`config.mk`:
```
export PLATFORM = sky130hd
export DESIGN_NAME = quad_step_decoder
export DESIGN_NICKNAME = d
export VERILOG_FILES = /design/src/rtl/quad_pkg.sv /design/src/rtl/quad_period_timer.sv /design/src/rtl/quad_step_decoder.sv
export SDC_FILE = /design/constraint.sdc
export NUM_CORES = 1
export LEC_CHECK = 0
export ABC_AREA = 0
export CORE_MARGIN = 2
export CORE_UTILIZATION = 45
export CTS_BUF_LIST = sky130_fd_sc_hd__clkbuf_16
export CTS_CLUSTER_SIZE = 8
export DETAILED_ROUTE_END_ITERATION = 10
export PLACE_DENSITY = 0.79
export REMOVE_ABC_BUFFERS = 1
export SETUP_SLACK_MARGIN = 0.4
export SLEW_MARGIN = 20
export SYNTH_ARGS = -nofsm -noshare
export SYNTH_HDL_FRONTEND = slang
export SYNTH_HIERARCHICAL = 1
export SYNTH_SLANG_ARGS = --single-unit
```
`constraint.sdc`:
```
create_clock -name clk -period 3.64 [get_ports clk]
set_clock_uncertainty 0.2 [all_clocks]
set_input_delay 0.728 -clock clk [delete_from_list [all_inputs] [get_ports clk]]
set_output_delay 0.728 -clock clk [all_outputs]
set_load 0.005 [all_outputs]
```
`src/rtl/quad_pkg.sv`:
```
// Shared definitions for the quadrature step decoder: AB state constants,
// transition classes and the transition classifier.
package quad_pkg;

    localparam int unsigned AB_W = 2;

    localparam logic [AB_W-1:0] S00 = 2'b00;
    localparam logic [AB_W-1:0] S01 = 2'b01;
    localparam logic [AB_W-1:0] S11 = 2'b11;
    localparam logic [AB_W-1:0] S10 = 2'b10;

    typedef enum logic [1:0] {
        NONE    = 2'd0,
        INC     = 2'd1,
        DEC     = 2'd2,
        ILLEGAL = 2'd3
    } trans_t;

    // Forward order is 00 -> 01 -> 11 -> 10 -> 00; any other single-bit change is reverse.
    function automatic trans_t classify(input logic [AB_W-1:0] prev,
                                        input logic [AB_W-1:0] cur);
        logic [AB_W-1:0] fwd;
        trans_t          res;
        case (prev)
            S00:     fwd = S01;
            S01:     fwd = S11;
            S11:     fwd = S10;
            default: fwd = S00;
        endcase
        if (cur == prev) begin
            res = NONE;
        end else if (cur == (prev ^ 2'b11)) begin
            res = ILLEGAL;
        end else if (cur == fwd) begin
            res = INC;
        end else begin
            res = DEC;
        end
        return res;
    endfunction

endpackage

```
`src/rtl/quad_period_timer.sv`:
```
// Saturating step-period timer; built only when QUAD_PERIOD_EN is defined.
`ifdef QUAD_PERIOD_EN
module quad_period_timer #(
    parameter int unsigned PERIOD_W = 16
) (
    input  logic                clk,
    input  logic                rst_n,
    input  logic                clear,
    input  logic                step_evt,
    output logic [PERIOD_W-1:0] period
);

    localparam logic [PERIOD_W-1:0] PMAX = '1;

    logic [PERIOD_W-1:0] pcnt;
    logic [PERIOD_W-1:0] pcnt_inc;

    // pcnt+1, held at the ceiling once reached
    always_comb begin
        pcnt_inc = (pcnt == PMAX) ? PMAX : pcnt + PERIOD_W'(1);
    end

    always_ff @(posedge clk) begin
        if (!rst_n || clear) begin
            pcnt   <= '0;
            period <= '0;
        end else if (step_evt) begin
            period <= pcnt_inc;
            pcnt   <= '0;
        end else begin
            pcnt   <= pcnt_inc;
        end
    end

endmodule
`endif

```
`src/rtl/quad_step_decoder.sv`:
```
// Quadrature decoder: wrapping position count, step/dir pulse and sticky error.
// Define QUAD_PERIOD_EN to build the step-period timer; otherwise period is 0.
module quad_step_decoder
    import quad_pkg::*;
#(
    parameter int unsigned WIDTH    = 8,
    parameter int unsigned X1_MODE  = 0,
    parameter int unsigned PERIOD_W = 16
) (
    input  logic                clk,
    input  logic                rst_n,
    input  logic                a,
    input  logic                b,
    input  logic                clear,
    input  logic                err_clr,
    output logic [WIDTH-1:0]    count,
    output logic                step,
    output logic                dir,
    output logic                err,
    output logic [PERIOD_W-1:0] period
);

    logic [AB_W-1:0] prev_ab;
    logic [AB_W-1:0] cur_ab;
    logic            valid;
    trans_t          trans;
    logic            counted;
    logic            up;

    // Classify this cycle's AB change and decide whether it moves the count
    always_comb begin
        cur_ab  = {a, b};
        trans   = valid ? classify(prev_ab, cur_ab) : NONE;
        up      = (trans == INC);
        counted = 1'b0;
        if (trans == INC || trans == DEC) begin
            counted = (X1_MODE == 0) ? 1'b1 : (cur_ab == S00);
        end
    end

    always_ff @(posedge clk) begin
        if (!rst_n) begin
            prev_ab <= S00;
            valid   <= 1'b0;
            count   <= '0;
            step    <= 1'b0;
            dir     <= 1'b0;
            err     <= 1'b0;
        end else begin
            prev_ab <= cur_ab;
            valid   <= 1'b1;
            step    <= 1'b0;
            // A new illegal transition outranks a clear request
            if (trans == ILLEGAL) begin
                err <= 1'b1;
            end else if (err_clr) begin
                err <= 1'b0;
            end
            if (clear) begin
                count <= '0;
            end else if (counted) begin
                count <= up ? count + WIDTH'(1) : count - WIDTH'(1);
                step  <= 1'b1;
                dir   <= up;
            end
        end
    end

`ifdef QUAD_PERIOD_EN
    quad_period_timer #(
        .PERIOD_W(PERIOD_W)
    ) u_period_timer (
        .clk      (clk),
        .rst_n    (rst_n),
        .clear    (clear),
        .step_evt (counted && !clear),
        .period   (period)
    );
`else
    assign period = '0;
`endif

endmodule

```
==> metrics, run 1 <==
CTS max path bufs=2; main combinational cell family by area after synthesis=simple AND/OR/NAND/NOR gates; Post-Layout Cell Count=between 150 and 200; Worst path max stage delay=0.37 ns; Final Hold Fails=0; sequential share of the synthesized area=0.2814; CTS Buf Count=3; Final Cycle Share=0.8515; clock sink count=14; minimum clock period=between 3 and 4 ns; reg2reg start=prev_ab[0]; Synth Area in Simple Gates=0.1972; number of global-route vias before repair=approximately 750; first-pass GRT wire length=3.201 mm; Synth top cells by count=16 x buf_4, 14 x dfxtp_1, 11 x nor2_1; number of diodes=0; initial antenna violation count=0; Hold Path End=dir; status=finished, final reports clean; Slew Limit Fails=0; Post-Place Setup Slack=-0.2750 ns; Top Ports=33; leak pwr=0.5682 nW; CP arrival=3.02 ns; final hold slack=0.2903 ns; top cells by area, synth=dfxtp_1 28%, buf_4 12%, ha_1 10%; Compound-Gate Fraction of Synth Area=0.1621; PwrDens=433.1 nW/um^2; adder-cell share of the synthesized area=0.1206; Max VDD drop=about 400 uV; Syn. warnings=6; flop2flop setup slack=0.88 ns; asr flop ratio synth=0; hold path cells=2; share of the synthesized area in the top cell type=0.2814; Worst Path Class, Setup=input port to flop; Critical Path Start Type=input port; max-cap violations=0; GR Util met3=0.03509; via count=853; Post-Synth XOR/XNOR Area=0.02638; 1st-iter DRT viols=24; die height=51.05 um; Final Util=0.6121; Initial Util=0.4636; clk slew on worst S/H paths=about 0.04 ns; Fillers=186; Main synth FF type=dfxtp_1; total track usage=0.1602; Core Box Area=between 2000 and 2500 um^2; count leader, synth=buf_4; fmax=322.6 MHz; post-synthesis average cell area=8.736 um^2; nets=158; crit end category=flop; vias per inst=roughly 5.0; EDFF count, synth=0; Worst-Skew Late Latency=0.24 ns; # H-tree levels=1; post-synth cell types=38; Max FO, Critical Path=8; CP max stage cell=or3b_1; Tightest Hold Check Type=flop to flop; met1 usage=0.1982; Syn-to-layout area delta=32.04%; drt pass-1 iters=4; average wire per standard cell=11.46 um; # rows=17; global routing met2 resource utilization=0.2727; CTS tree=built; HP Start=dir; Post-Syn Area=996.0 um^2; reg2reg path depth=11; Die ar.=2606 um^2; final setup fails=0; RSZ-0062 raised after global routing=no; port bufs=16; share of cells above drive strength 1=0.1986; die width=51.05 um; mux cell area share after synthesis=0.06156; Synth Register Bits=14; Placed Cells incl. Taps=165; DRC viols=0; maximum number of pins on one net before global-route repair=13; Routability Congestion=0.7989; HPWL Detailed=approximately 1.4 mm; GR Overflow Total=0; WL final=1.937 mm; R2R Path End=count[5]; critical-path cell list=clkbuf_2 -> nor2b_1 -> or3b_1 -> o211ai_1 -> ha_2 -> inv_4 -> ha_1 -> o21ai_2 -> o21bai_1 -> a21oi_2 -> and4b_1 -> a311o_1; leading area contributor after synthesis=dfxtp_1; cell count after synthesis=114; CTS Root Cell=clkbuf_16; Post-DRT Antenna Nets=0; GRT busiest layer=met2; Critical Path RT=3.56 ns; Setup WS post-layout=0.5405 ns
==> metrics by stage <==
stage | total power [mW] | instance area, um^2 | setup TNS, ns
6_report | 0.5695 | 1315 | 0
2_1_floorplan | 0.2825 | 917.1 | 0
5_1_grt | 0.6024 | 1315 | 0
4_1_cts | 0.5644 | 1300 | 0
3_5_place_dp | 0.3503 | 1195 | -0.7262
3_3_place_gp | 0.3449 | 1195 | -0.4860
==> cell type report <==
class | count | area, um^2 | share of cell area
timing repair buffer | 28 | 244.0 | 0.1855
clock buffer | 3 | 75.07 | 0.05709
sequential | 14 | 280.3 | 0.2131
tap | 28 | 35.03 | 0.02664
inverter | 3 | 13.76 | 0.01047
multi-input combinational | 93 | 666.9 | 0.5071
==> power by group <==
group / total (mW) / internal, mW / switching (mW)
combinational: 0.193 / 0.101 / 0.0918
sequential: 0.176 / 0.165 / 0.0106
clock: 0.201 / 0.143 / 0.0576
total: 0.569 / 0.410 / 0.160
==> critical path, delay by kind of cell <==
family                   cells  cell delay, ns
AO/OA/AOI/OAI                5            0.79
AND/OR/NAND/NOR              3            0.72
buffers and inverters        2            0.19
adder cells (fa/ha/maj)      2            0.60
==> logic make-up after synthesis <==
family / after synthesis
AOI/OAI and AO/OA: 23
and+or+nand+nor: 36
adders and majority gates: 9
buffers and inverters: 22
other: 1
DFF: 14
muxes: 6
xor gates and xnor gates: 3
==> metal layers <==
| metal | vias to the layer above | wire length [um] |
|---|---|---|
| li1 | 424 | - |
| met1 | 391 | 885 |
| met2 | 36 | 922 |
| met3 | 2 | 103 |
| met4 | 0 | 25 |
| met5 | - | 0 |
==> registers in the layout, summed over array words and instances (netlist names) <==
register	cells
count	8
dir	1
err	1
prev_ab	2
step	1
valid	1
==> placed cells by master (no fill, tap or decap), types with 3 or more instances in the layout <==
master,Yosys,layout
nand3_1,3,3
a21oi_2,1,3
nor2b_1,3,3
dfxtp_1,14,14
nand2_1,3,3
a21o_1,3,3
mux2i_1,5,5
nor2_1,11,11
clkbuf_16,0,3
a21oi_1,5,3
conb_1,1,16
ha_1,8,6
buf_4,16,12
clkdlybuf4s50_1,0,14
nor3_1,5,4
==> how the worst max path moves through the flow <==
stage | from | to | slack (ns) | cells past startpoint
6_report | b | count[5] | 0.54 | 12
5_1_grt | b | count[6] | 0.41 | 12
4_1_cts | b | count[6] | 0.41 | 12
3_5_place_dp | b | count[6] | -0.28 | 12
3_3_place_gp | b | count[6] | -0.19 | 12
2_1_floorplan | b | count[6] | 0.31 | 11
==> timing repair <==
action,4_1_cts,5_1_grt
pin swaps,5,3
setup endpoints to repair,5,4
hold buffers,0,0
gates cloned,0,0
resized for setup,9,5
setup buffers,1,0
No activity file was read; power rests on OpenSTA's default activity.
==> run 2: changes to the inputs <==
--- a/config.mk
+++ b/config.mk
@@ -14,7 +14,7 @@
 export PLACE_DENSITY = 0.79
 export REMOVE_ABC_BUFFERS = 1
 export SETUP_SLACK_MARGIN = 0.4
-export SLEW_MARGIN = 20
+export SLEW_MARGIN = 40
 export SYNTH_ARGS = -nofsm -noshare
 export SYNTH_HDL_FRONTEND = slang
 export SYNTH_HIERARCHICAL = 1
==> results of run 2 <==
No change in the layout: final DEF, timing and power equal those of run 1.
